==> config.mk <==
export PLATFORM = sky130hd
export DESIGN_NAME = dk_trigger_seq
export DESIGN_NICKNAME = d
export VERILOG_FILES = /design/src/rtl/dk_trigger_seq.sv
export SDC_FILE = /design/constraint.sdc
export NUM_CORES = 1
export LEC_CHECK = 0
export CAP_MARGIN = 20
export CORE_UTILIZATION = 50
export CTS_CLUSTER_SIZE = 30
export DETAILED_ROUTE_END_ITERATION = 10
export DONT_BUFFER_PORTS = 1
export GPL_ROUTABILITY_DRIVEN = 0
export GPL_TIMING_DRIVEN = 0
export PLACE_DENSITY = 0.67
export SETUP_SLACK_MARGIN = 0.05
export SLEW_MARGIN = 0
export SYNTH_ARGS = -nofsm -noshare
export SYNTH_HDL_FRONTEND = slang
export SYNTH_SLANG_ARGS = --single-unit
==> constraint.sdc <==
create_clock -name clk -period 3.9 [get_ports clk]
set_clock_uncertainty 0.1 [all_clocks]
set_input_delay 0.78 -clock clk [delete_from_list [all_inputs] [get_ports clk]]
set_output_delay 0.78 -clock clk [all_outputs]
set_load 0.01 [all_outputs]
==> src/rtl/dk_trigger_seq.sv <==
// rtl/dk_trigger_seq.sv - trigger-pattern sequencer driving the active-low walk_en input
module dk_trigger_seq #(
  parameter int CNT_W = 24,
  parameter int REP_W = 8
) (
  input  logic             clk,
  input  logic             I_RST,
  input  logic             audio_clk_en,
  input  logic             start,
  input  logic             abort,
  input  logic [CNT_W-1:0] high_ticks,
  input  logic [CNT_W-1:0] low_ticks,
  input  logic [REP_W-1:0] repeats,
  output logic             trig,
  output logic             walk_en,
  output logic             busy,
  output logic             done,
  output logic [REP_W-1:0] reps_left
);

  localparam logic [1:0] ST_IDLE = 2'd0;
  localparam logic [1:0] ST_HIGH = 2'd1;
  localparam logic [1:0] ST_LOW  = 2'd2;
  localparam logic [1:0] ST_DONE = 2'd3;

  localparam logic [CNT_W-1:0] CNT_ONE = CNT_W'(1);
  localparam logic [REP_W-1:0] REP_ONE = REP_W'(1);

  logic [1:0]       state;
  logic [CNT_W-1:0] cnt;
  logic [CNT_W-1:0] hi_last;
  logic [CNT_W-1:0] lo_last;
  logic             phase_last;

  // Phase lengths are stored as len-1 so a zero length behaves as one strobe.
  assign phase_last = (state == ST_HIGH) ? (cnt == hi_last) : (cnt == lo_last);

  always_ff @(posedge clk) begin
    if (I_RST || abort) begin
      state     <= ST_IDLE;
      cnt       <= '0;
      trig      <= 1'b0;
      walk_en   <= 1'b1;
      busy      <= 1'b0;
      done      <= 1'b0;
      reps_left <= '0;
      if (I_RST) begin
        hi_last <= '0;
        lo_last <= '0;
      end
    end else begin
      case (state)
        ST_IDLE: begin
          done <= 1'b0;
          if (start) begin
            hi_last <= (high_ticks == '0) ? '0 : high_ticks - CNT_ONE;
            lo_last <= (low_ticks == '0) ? '0 : low_ticks - CNT_ONE;
            cnt     <= '0;
            if (repeats == '0) begin
              state <= ST_DONE;
              done  <= 1'b1;
            end else begin
              state     <= ST_HIGH;
              trig      <= 1'b1;
              walk_en   <= 1'b0;
              busy      <= 1'b1;
              reps_left <= repeats;
            end
          end
        end
        ST_HIGH: begin
          if (audio_clk_en) begin
            if (phase_last) begin
              state   <= ST_LOW;
              trig    <= 1'b0;
              walk_en <= 1'b1;
              cnt     <= '0;
            end else begin
              cnt <= cnt + CNT_ONE;
            end
          end
        end
        ST_LOW: begin
          if (audio_clk_en) begin
            if (phase_last) begin
              cnt <= '0;
              if (reps_left == REP_ONE) begin
                state     <= ST_DONE;
                busy      <= 1'b0;
                done      <= 1'b1;
                reps_left <= '0;
              end else begin
                state     <= ST_HIGH;
                trig      <= 1'b1;
                walk_en   <= 1'b0;
                reps_left <= reps_left - REP_ONE;
              end
            end else begin
              cnt <= cnt + CNT_ONE;
            end
          end
        end
        default: begin
          state <= ST_IDLE;
          done  <= 1'b0;
        end
      endcase
    end
  end

endmodule

==> qor.yml <==
outcome: "finished, final reports clean"
grt_pass1_wl_um: 16790
rows: 36
clk_latency_ns: 0.35
hold_violations: 0
cts-htree-levels: 3
grt_max_degree: 26
vdd_drop_max_v: 0.0001636
ios: 73
cp_cell_sequence: "inv_1, ha_1, buf_2, clkbuf_2, mux2i_1, xnor2_1, nor4_1, nand2_1, o41ai_2, nand3_1, a21boi_0"
clock-sinks: 86
cts_max_path_buffers: 2
detail_route.vias_per_cell: 5.613
path_class: "flop to flop"
max_stage_delay_ns: 0.64
power_frac_comb_pct: 16.0
slew_headroom_pct: 31.82
port_buffers: 0
p_per_area_nw_per_um2: 378.4
cts_made_buffers: 9
ys_seq_area_share_pct: 43.99
r2r-end: "walk_en"
synthesis.nets: 605
cp.required_ns: 4.04
crit_slowest_cell: "o41ai_2"
synthTopCellsByArea: "edfxtp_1 (29%), dfxtp_1 (15%), xnor2_1 (9.4%)"
yosysWarnings: 0
path_buf_inv: 3
ys_async_sr_fraction_pct: 0
swShare_pct: 26.62
synth_top_area_share_pct: 28.79
cts_root_buf: "clkbuf_8"
num_vias: 3845
r2r_start: "state[1]"
syn_area_um2: 5006
placed_area_um2: 5211
ant_nets: 0
slew_viol_final: 0
clk_pin_slew_ns: 0.09
rr_worst_depth: 11
die-area_um2: 10420
fin_area_um2: 5465
r2r_slack_ns: 0.40
setup_viol: 0
holdWs_ns: 0.4408
fillers: 872
start_kind: "flop"
clkPwrFrac_pct: 33.2
drt-pass1-iter-count: 4
cts_setup_buffers: 0
finalWirelength_um: 10350
antenna_cells: 0
max-cap-violations: 0
core_area_um2: 9729
holdPathEnd: "done"
cts_tree: "built"
drt-initial-drc-count: 140
synth_top_area_cell: "edfxtp_1"
finalCritPeriodShare_pct: 89.66
syn-instance-count: 535
drive_above_1_share_pct: 6.522
fin_crit_ns: 3.497
arrival_ns: 3.64
path_delay_family: "simple AND/OR/NAND/NOR gates"
grtUsageTotal_pct: 21.09
synth-edff-count: 48
nNetsFinal: 617
die_x_um: 102.1
synthDistinctLibCells: 49
synth_commonest_cells: "nor2_1 (98), xnor2_1 (54), edfxtp_1 (48)"
die_h_um: 102.1
crit_path_max_fanout: 10
tightest_slew_ns: 1.019
drc: 0
antenna_found_initial: 0
area_growth_pct: 9.173
cts_hold_buf: 0
whs_path_depth: 2
fin_tns_setup_ns: 0
p_seq_share_pct: 50.8
p_int_w: 0.001518
grt_overflow: 0
leakage_nw: 1.761
synth.ff_latch_count: 86
ys.flop_type: "edfxtp_1"
avgSynthCellArea_um2: 9.357
hp-start: "done"
initial_core_util_pct: 51.45
yosysMostFrequentCell: "nor2_1"
wl_per_cell_um: 15.10
min_path_type: "flop to flop"
fmax_ghz: 0.2860
dpl.hpwl_um: 8164
rsz0062_at_grt: "false"
endpoint_kind: "flop"
grt_pass1_vias: 3751
p_sw_w: 0.0005506
-- worst max path at each step --
stage,start,endpoint,slack (ns),depth (start not counted)
floorplan,start,hi_last[0],0.25,2
global placement,state[0],lo_last[19],-0.63,5
detailed placement,state[1],cnt[20],-0.37,12
CTS,state[1],cnt[21],0.18,12
global route,state[1],walk_en,0.08,11
finish,state[1],walk_en,0.40,11
-- power by group through the flow --
stage / clock, W / combinational [W] / sequential, W
final: 0.000687 / 0.000331 / 0.00105
after global routing: 0.000737 / 0.000369 / 0.00106
after CTS: 0.000698 / 0.000331 / 0.00105
after detailed placement: 0 / 0.000324 / 0.00107
after global placement: 0 / 0.000310 / 0.00107
after floorplan: 0 / 0.000255 / 0.00106
-- per-layer routing --
metal / GRT usage, % / vias up / share of wire, %
li1: - / 1923 / -
met3: 4.446 / 23 / 6.5
met2: 37.58 / 119 / 49
met5: 0 / - / 0
met1: 24.48 / 1780 / 42
met4: 9.011 / 0 / 2.6
-- per-stage QoR --
| stage | utilization [%] | power (W) | setup slack (ns) | std cells |
|---|---|---|---|---|
| floorplan | - | 0.001318 | 0.2510 | 535 |
| global placement | 53.16 | 0.001385 | -0.6263 | 668 |
| detailed placement | 53.56 | 0.001396 | -0.3684 | 669 |
| CTS | 56.06 | 0.002079 | 0.1761 | 685 |
| global route | 56.17 | 0.002163 | 0.07844 | 685 |
| finish | 56.17 | 0.002068 | 0.4034 | 685 |
-- sequential cells by signal, summed over array words and instances, names as in the netlist --
signal	count
walk_en	1
hi_last	24
trig	1
cnt	24
state	2
reps_left	8
done	1
busy	1
lo_last	24
-- timing repair --
action | 4_1_cts | 5_1_grt
endpoints found under the setup margin | 27 | 20
gates resized for setup | 5 | 5
cloned | 0 | 0
-- cell usage in the layout, fill, tap and decap left out, types with 4 or more instances in the layout --
cell / Yosys / routed
nand3_1: 14 / 14
ha_1: 9 / 9
mux2i_1: 27 / 27
xnor2_1: 54 / 54
nand2b_1: 4 / 4
nor2b_1: 6 / 6
xor2_1: 26 / 26
o31ai_1: 7 / 6
or3_1: 11 / 11
or4_1: 9 / 9
nand4_1: 8 / 8
nor3_1: 19 / 19
nor2_1: 98 / 98
clkbuf_8: 0 / 9
a211oi_1: 7 / 7
dfxtp_1: 38 / 38
o21ai_0: 14 / 14
and3_1: 4 / 4
a21oi_1: 18 / 18
nor4_1: 13 / 12
clkbuf_1: 12 / 8
nand2_1: 38 / 38
edfxtp_1: 48 / 48
inv_1: 12 / 12
clkbuf_2: 0 / 4
-- cell type report --
type	instances	area (um^2)	area share [%]
well taps	133	166.4	3.045
flip-flops and latches	86	2202	40.29
plain buffers	17	86.33	1.580
clock buffers	9	123.9	2.266
clock inverters	7	97.59	1.786
inverters	12	45.04	0.8242
multi-input cells	420	2716	49.70
repair buffers	1	27.53	0.5037
-- worst reg2reg max path, delay by kind of cell, from the launching register on --
family | cells | cell delay [ns]
xor gates and xnor gates | 1 | 0.10
AOI/OAI and AO/OA | 2 | 0.81
and+or+nand+nor | 3 | 0.85
adders and majority gates | 1 | 0.19
buffers and inverters | 3 | 0.73
DFF | 1 | 0.35
muxes | 1 | 0.26
-- logic make-up after synthesis --
| logic type | count (synthesis) | share of synthesized area (%) |
|---|---|---|
| simple gates | 238 | 23.09 |
| flops | 86 | 43.99 |
| xor+xnor | 80 | 14.00 |
| compound gates | 66 | 8.748 |
| buf+inv | 29 | 2.524 |
| mux | 27 | 5.399 |
| fa+ha+maj | 9 | 2.249 |
Note: power is estimated with default switching activity, not from simulation.
